## src/rtl/led_seq_mboot.sv

```systemverilog
// led_seq_mboot: LED pattern sequencer with a debounced multiboot reboot request.
// Patterns (rotate / bounce / blink / off) advance once per PERIOD clocks. A debounced
// button press latches boot_addr onto dynamic_addr and then drives rebootn low for
// REBOOT_LOW_CYCLES clocks. Defining LED_DIM_EN adds a 16-step PWM dimmer on LED.
module led_seq_mboot #(
    parameter int N_LED             = 3,
    parameter int PERIOD            = 24000000,
    parameter int DEB_CYCLES        = 240000,
    parameter int REBOOT_LOW_CYCLES = 16,
    parameter int DUTY              = 8
) (
    input  logic             CLK_IN,
    input  logic             RST,
    input  logic [1:0]       mode,
    input  logic             key_n,
    input  logic [7:0]       boot_addr,
    output logic [N_LED-1:0] LED,
    output logic             tick,
    output logic             rebootn,
    output logic [7:0]       dynamic_addr
);

    localparam int PW = $clog2(PERIOD);
    localparam int DW = $clog2(DEB_CYCLES + 1);
    localparam int RW = $clog2(REBOOT_LOW_CYCLES + 1);

    localparam logic [N_LED-1:0] PAT_ONE   = {{(N_LED-1){1'b0}}, 1'b1};
    localparam logic [N_LED-1:0] PAT_ONES  = {N_LED{1'b1}};
    localparam logic [N_LED-1:0] PAT_ZEROS = {N_LED{1'b0}};

    typedef enum logic [1:0] {
        ST_IDLE  = 2'b00,
        ST_ARM   = 2'b01,
        ST_PULSE = 2'b10,
        ST_HOLD  = 2'b11
    } state_t;

    logic [1:0]       mode_q_r;
    logic [PW-1:0]    pre_cnt_r;
    logic             tick_r;
    logic [N_LED-1:0] pat_r;
    logic             dir_up_r;
    logic             step_s;
    logic [N_LED-1:0] pat_nxt_s;
    logic             dir_nxt_s;

    logic             sync1_r;
    logic             sync2_r;
    logic             key_db_r;
    logic             key_db_d_r;
    logic [DW-1:0]    deb_cnt_r;
    logic             key_fall_s;

    state_t           state_r;
    state_t           state_nxt_s;
    logic [RW-1:0]    pulse_cnt_r;
    logic             rebootn_nxt_s;
    logic             addr_load_s;
    logic             rebootn_r;
    logic [7:0]       dyn_addr_r;

    assign step_s     = (pre_cnt_r == PW'(PERIOD - 1));
    assign key_fall_s = key_db_d_r & ~key_db_r;

    // Next pattern and direction for one step of the current mode.
    always_comb begin
        pat_nxt_s = pat_r;
        dir_nxt_s = dir_up_r;
        case (mode_q_r)
            2'b00: pat_nxt_s = {pat_r[N_LED-2:0], pat_r[N_LED-1]};
            2'b01: begin
                if (dir_up_r) begin
                    pat_nxt_s = {pat_r[N_LED-2:0], 1'b0};
                    dir_nxt_s = ~pat_r[N_LED-2];
                end else begin
                    pat_nxt_s = {1'b0, pat_r[N_LED-1:1]};
                    dir_nxt_s = pat_r[1];
                end
            end
            2'b10: begin
                if (pat_r == PAT_ONES) begin
                    pat_nxt_s = PAT_ZEROS;
                end else begin
                    pat_nxt_s = PAT_ONES;
                end
            end
            2'b11:   pat_nxt_s = PAT_ZEROS;
            default: pat_nxt_s = PAT_ZEROS;
        endcase
    end

    // Mode tracking, prescaler, step strobe and pattern state; a mode change restarts the step.
    always_ff @(posedge CLK_IN) begin
        if (RST) begin
            mode_q_r  <= mode;
            pre_cnt_r <= {PW{1'b0}};
            tick_r    <= 1'b0;
            pat_r     <= PAT_ONE;
            dir_up_r  <= 1'b1;
        end else if (mode != mode_q_r) begin
            mode_q_r  <= mode;
            pre_cnt_r <= {PW{1'b0}};
            tick_r    <= 1'b0;
            pat_r     <= mode[1] ? PAT_ZEROS : PAT_ONE;
            dir_up_r  <= 1'b1;
        end else begin
            tick_r    <= step_s;
            pre_cnt_r <= step_s ? {PW{1'b0}} : pre_cnt_r + PW'(1);
            if (step_s) begin
                pat_r    <= pat_nxt_s;
                dir_up_r <= dir_nxt_s;
            end
        end
    end

    // Key synchroniser, stable-level debounce and one-cycle-delayed copy for edge detect.
    always_ff @(posedge CLK_IN) begin
        if (RST) begin
            sync1_r    <= 1'b1;
            sync2_r    <= 1'b1;
            key_db_r   <= 1'b1;
            key_db_d_r <= 1'b1;
            deb_cnt_r  <= {DW{1'b0}};
        end else begin
            sync1_r    <= key_n;
            sync2_r    <= sync1_r;
            key_db_d_r <= key_db_r;
            if (sync2_r == key_db_r) begin
                deb_cnt_r <= {DW{1'b0}};
            end else if (deb_cnt_r == DW'(DEB_CYCLES - 1)) begin
                key_db_r  <= sync2_r;
                deb_cnt_r <= {DW{1'b0}};
            end else begin
                deb_cnt_r <= deb_cnt_r + DW'(1);
            end
        end
    end

    // Reboot FSM state register.
    always_ff @(posedge CLK_IN) begin
        if (RST) begin
            state_r <= ST_IDLE;
        end else begin
            state_r <= state_nxt_s;
        end
    end

    // Length of the rebootn low pulse, counted only while in PULSE.
    always_ff @(posedge CLK_IN) begin
        if (RST || (state_r != ST_PULSE)) begin
            pulse_cnt_r <= {RW{1'b0}};
        end else begin
            pulse_cnt_r <= pulse_cnt_r + RW'(1);
        end
    end

    // Reboot FSM next-state logic: one pulse per accepted press, re-armed only after release.
    always_comb begin
        state_nxt_s = state_r;
        case (state_r)
            ST_IDLE: begin
                if (key_fall_s) begin
                    state_nxt_s = ST_ARM;
                end else begin
                    state_nxt_s = ST_IDLE;
                end
            end
            ST_ARM: state_nxt_s = ST_PULSE;
            ST_PULSE: begin
                if (pulse_cnt_r == RW'(REBOOT_LOW_CYCLES - 1)) begin
                    state_nxt_s = ST_HOLD;
                end else begin
                    state_nxt_s = ST_PULSE;
                end
            end
            ST_HOLD: begin
                if (key_db_r) begin
                    state_nxt_s = ST_IDLE;
                end else begin
                    state_nxt_s = ST_HOLD;
                end
            end
            default: state_nxt_s = ST_IDLE;
        endcase
    end

    // Reboot FSM output decode from the upcoming state so the registered outputs align with it.
    always_comb begin
        rebootn_nxt_s = (state_nxt_s != ST_PULSE);
        addr_load_s   = (state_nxt_s == ST_ARM);
    end

    // Registered reboot outputs; the address is captured on entry to ARM and held until the next ARM.
    always_ff @(posedge CLK_IN) begin
        if (RST) begin
            rebootn_r  <= 1'b1;
            dyn_addr_r <= 8'h00;
        end else begin
            rebootn_r <= rebootn_nxt_s;
            if (addr_load_s) begin
                dyn_addr_r <= boot_addr;
            end
        end
    end

`ifdef LED_DIM_EN
    localparam logic [4:0] DUTY_V = 5'(DUTY);
    logic [3:0] pwm_cnt_r;

    // Free-running PWM phase counter for LED dimming.
    always_ff @(posedge CLK_IN) begin
        if (RST) begin
            pwm_cnt_r <= 4'h0;
        end else begin
            pwm_cnt_r <= pwm_cnt_r + 4'h1;
        end
    end

    assign LED = pat_r & {N_LED{({1'b0, pwm_cnt_r} < DUTY_V)}};
`else
    assign LED = pat_r;
`endif

    assign tick         = tick_r;
    assign rebootn      = rebootn_r;
    assign dynamic_addr = dyn_addr_r;

endmodule

```

## config.mk

```make
export PLATFORM = sky130hd
export DESIGN_NAME = led_seq_mboot
export DESIGN_NICKNAME = d
export VERILOG_FILES = /design/src/rtl/led_seq_mboot.sv
export SDC_FILE = /design/constraint.sdc
export NUM_CORES = 1
export LEC_CHECK = 0
export CORE_ASPECT_RATIO = 0.5
export CORE_MARGIN = 2
export CORE_UTILIZATION = 62
export DETAILED_ROUTE_END_ITERATION = 16
export PLACE_DENSITY = 0.81
export SYNTH_ARGS = -nofsm -noshare
export SYNTH_HDL_FRONTEND = slang
export SYNTH_SLANG_ARGS = --single-unit
export TNS_END_PERCENT = 5
```

## constraint.sdc

```tcl
create_clock -name CLK_IN -period 5.2 [get_ports CLK_IN]
set_input_delay 0.78 -clock CLK_IN [delete_from_list [all_inputs] [get_ports CLK_IN]]
set_output_delay 0.78 -clock CLK_IN [all_outputs]
set_load 0.02 [all_outputs]
```

# Word level (Yosys, flattened, before mapping)
# Index checks and enable logic that the tools add are counted.
# op_classes
addsub	3
mul	0
div	0
n_lt_le_gt_ge	0
n_eq_ne	15
shifts	0
n_mux	13
bitwise_logic	4
n_reduce_logical	10
# ops
operator	count
adder 25 x 1 -> 25 bit, second input constant	1
equality test 25 bit, second input constant	1
adder 18 x 1 -> 18 bit, second input constant	1
equality test 18 bit, second input constant	1
two-way mux 3 bit	4
one-hot mux 3 bit (4 select lines)	1
equality test 2 bit, second input constant	4
one-hot mux 2 bit (4 select lines)	1
equality test 2 x 1 -> 1 bit, second input constant	3
two-way mux 2 bit	3
OR reduction 3 bit	2
adder 5 x 1 -> 5 bit, second input constant	1
equality test 5 x 4 -> 1 bit, second input constant	1
zero test 2 bit	2
two-way mux 1 bit	4
!= test 2 bit, second input constant	2
AND reduction 2 bit	2
nonzero test 2 bit	2
equality test 3 bit, second input constant	1
inverter 1 bit	3
!= test 2 bit	1
OR reduction 2 bit	1
AND 1 bit	1
equality test 1 bit	1
logical OR 1 bit	1
# totals
regBits	70
latchBits	0
mem_bits_rw	0
rom_bits	0
input_bits	13
word_cells	59
memories	0

# Depth between registers and ports, before layout
# logic_depth
ltp_word	5
mapped_depth	7

# Worst setup path after synthesis
# Ideal clock, no wire load.
# synth_timing
kind	input-to-reg
from	input port mode[1]
to	register pre_cnt_r[14]
t_arrival_ns	1.920
required_ns	5.130
slack_ns	3.211
stages	6
path_buffers	2
path_cell_list	xor2_1 or3_1 clkbuf_1 o21bai_4 buf_4 a21oi_1
# synth_between
elab_chain_len	2
# synth_rtl
element	line	text
from (decl)	14	input logic [1:0] mode,
!= test 2 bit	100	end else if (mode != mode_q_r) begin
OR reduction 3 bit (no source line)	--	
to (signal assigned)	96	pre_cnt_r <= {PW{1'b0}};
to (signal assigned)	102	pre_cnt_r <= {PW{1'b0}};
to (signal assigned)	108	pre_cnt_r <= step_s ? {PW{1'b0}} : pre_cnt_r + PW'(1);
to (decl)	39	logic [PW-1:0] pre_cnt_r;
# Every way passes these cells.
# A chain may end at the register's enable or synchronous reset.

# Worst setup path in the final report
# layout_timing
from	input port RST
to	register pre_cnt_r[22]
# layout_between
elab_chain_len	1
# layout_rtl
element	line	text
from (decl)	13	input logic RST,
OR reduction 3 bit (no source line)	--	
# Every way passes these cells.

==> reports/metrics.cfg <==
[min_path]
hp-start=sync1_r$_SDFF_PP1_
hold_path_end=sync2_r$_SDFF_PP1_
hold_class=reg -> reg
min_path_cells=1

[setup_path]
crit_type=in -> reg
critPathLaunch=RST
r2r-start=pre_cnt_r[0]$_SDFF_PP0_
cp.arrival_ns=2.77
crit_path_end_kind=flop
crit_required_ns=5.47
timing.rr.end=pre_cnt_r[22]$_SDFF_PP0_
cp-start-kind=input pin
crit_fanout=23
worst-r2r-cell-count=5
ff2ff_setup_slack_ns=3.04

[logic_synthesis]
synth_compound_area_frac=0.122
synth_seq_area_share=0.452
syn_area_per_cell_um2=8.72
ys_async_sr_fraction=0
synth_top_family_by_area=simple AND/OR/NAND/NOR gates
synth_fa_ha_area_frac=0.0239
synth_area_leaders=dfxtp_1 43%, nor2_1 5.1%, a21oi_1 4.8%
synth_ff_type=dfxtp_1
synthXorXnorAreaFrac=0.0807
ys_types=45
yosysWarnings=0
synth_top_area_cell=dfxtp_1
synthTopCellsByCount=68 x dfxtp_1, 43 x nor2_1, 31 x nand2_1, 30 x a21oi_1, 17 x nand3_1
muxShareOfSynthArea=0
synth_top_area_frac=0.433
synth_most_common_cell=dfxtp_1
synthCells=361
yosys.area_share.simple=0.290
synth-edff-count=2
ys_ff_latch=70
synth_nets=380
synth_area_um2=3150

[power_and_ir_drop]
vdd_drop_max_v=0.000179
power.density_nw_per_um2=272
power_uw=982
p_leak_nw=1.16

[drt]
vias=2629
drt_iter0_markers=93
vias_per_cell=5.70
ant_nets=0
met3_length_um=230
maxUsedRoutingLayer=met4
wl_met1_mm=2.87
drc=0
wl_met2_mm=3.01
wl_mm=6.18
drt-pass1-iter-count=4
wire_per_inst_um=13.4

[die]
io_pins=26
row_count=18
chipHeight_um=54.4
start_util=0.641
dieArea_um2=5700
die_w_um=105
core_area_um2=4910

[place]
routabilityCongestion=0.789
numPortBuffers=25
placedInstanceArea_um2=3430
dp_cells=445
dp_hpwl_mm=4.40

[cells_and_area]
drive_above_1_share=0.0716
stdcell_count=461
final_nets=405
finalInstanceArea_um2=3620
area_delta_synth_final_pct=15.0
n_antenna_cell=0
fill_cells=394
postLayoutCoreUtil=0.737

[clock_network]
clock_path_buffers=2
ctsHoldBuffers=0
cts_tree=yes
cts_sinks=70
cts_buffers=9
cts_resized=0
postCtsSetupRepairBufs=0
htreeDepth=3
cts-root-buf=clkbuf_8
clkTransAtPathRegs_ns=0.07
insertion_delay_ns=0.34

[grt]
overflow=0
grt_pass1_wl_mm=10.4
grt_max_degree=24
grt_util_all_layers=0.238
antenna_found_initial=0
grt_pass1_vias=2384

[timing]
min_period_over_period=0.482
period_minus_slack_ns=2.51
slew_headroom=0.526
worst_pin_slew_ns=0.711
hold_viol=0
fin_tns_setup_ns=0
slew_violations=0
fin_skew_ns=0.00761
max_freq_mhz=399
finalSetupViolations=0
rsz0062_at_grt=no

[flow_run]
maxCapViolations=0

[outcome]
status=completed

-- registers in the layout, summed over array words and instances (netlist names) --
signal	count
mode_q_r	2
sync1_r	1
key_db_d_r	1
dir_up_r	1
pre_cnt_r	25
dynamic_addr	8
LED	3
state_r	2
rebootn	1
sync2_r	1
pulse_cnt_r	5
deb_cnt_r	18
tick	1
key_db_r	1
-- area by class of cell --
class                   count  area [um2]  area share
clock buffers              11         153      0.0422
flip-flops and latches     70        1420       0.393
multi-input cells         267        1620       0.449
well taps                  70        87.6      0.0242
clock inverters             5        32.5     0.00899
inverters                  13        48.8      0.0135
repair buffers             25         250      0.0692
-- routing by layer --
metal,GRT usage,vias to the layer above
met5,0,-
met1,0.266,1235
met4,0.0800,0
met3,0.0881,8
met2,0.439,40
li1,-,1346
-- placed cells by master (no fill, tap or decap), types with 2 or more instances in the layout --
cell type         n
a211oi_1          2
a21oi_1          30
a31oi_1           3
and3_1            8
and4_1            7
clkbuf_8          9
clkdlybuf4s50_1  25
clkinv_2          3
clkinv_4          2
dfxtp_1          68
edfxtp_1          2
ha_1              6
inv_1            13
nand2_1          31
nand3_1          17
nand4_1          14
nand4_2           2
nor2_1           43
nor3_1            9
nor4_1            2
o21ai_0          15
o31ai_1           6
or2_2             5
or3_1            10
or4_1             8
or4b_1            2
xnor2_1          16
xor2_1           13
-- worst max path at each step --
| stage | endpoint | slack (ns) | cells after the start |
|---|---|---|---|
| floorplan | pre_cnt_r[14]$_SDFF_PP0_ | 3.21 | 6 |
| global placement | pre_cnt_r[14]$_SDFF_PP0_ | 2.49 | 4 |
| detailed placement | pre_cnt_r[22]$_SDFF_PP0_ | 2.37 | 4 |
| CTS | pre_cnt_r[22]$_SDFF_PP0_ | 2.75 | 4 |
| global route | pre_cnt_r[22]$_SDFF_PP0_ | 2.59 | 4 |
| finish | pre_cnt_r[22]$_SDFF_PP0_ | 2.69 | 4 |
-- per-stage QoR --
stage               worst slack (ns)  hold slack, ns
global route                    2.59           0.445
CTS                             2.75           0.429
finish                          2.69           0.424
floorplan                       3.21           0.389
global placement                2.49           0.405
detailed placement              2.37           0.415
-- critical path: stages --
cell and delay, ns:
clkdlybuf4s50_1 0.73, or3_1 0.68, o21bai_4 0.37, a21oi_1 0.20
-- power by group --
group | leakage [nW] | total [mW] | switching, mW | internal (mW)
Clock | 0.0982 | 0.400 | 0.198 | 0.201
Combinational | 0.488 | 0.0341 | 0.0175 | 0.0166
Sequential | 0.569 | 0.548 | 0.00581 | 0.543
-- kinds of logic after synthesis --
group / after synthesis
simple gates: 168
flops: 70
compound gates: 64
xor+xnor: 29
buf+inv: 24
fa+ha+maj: 6
Power figures use the tool's default switching activity.
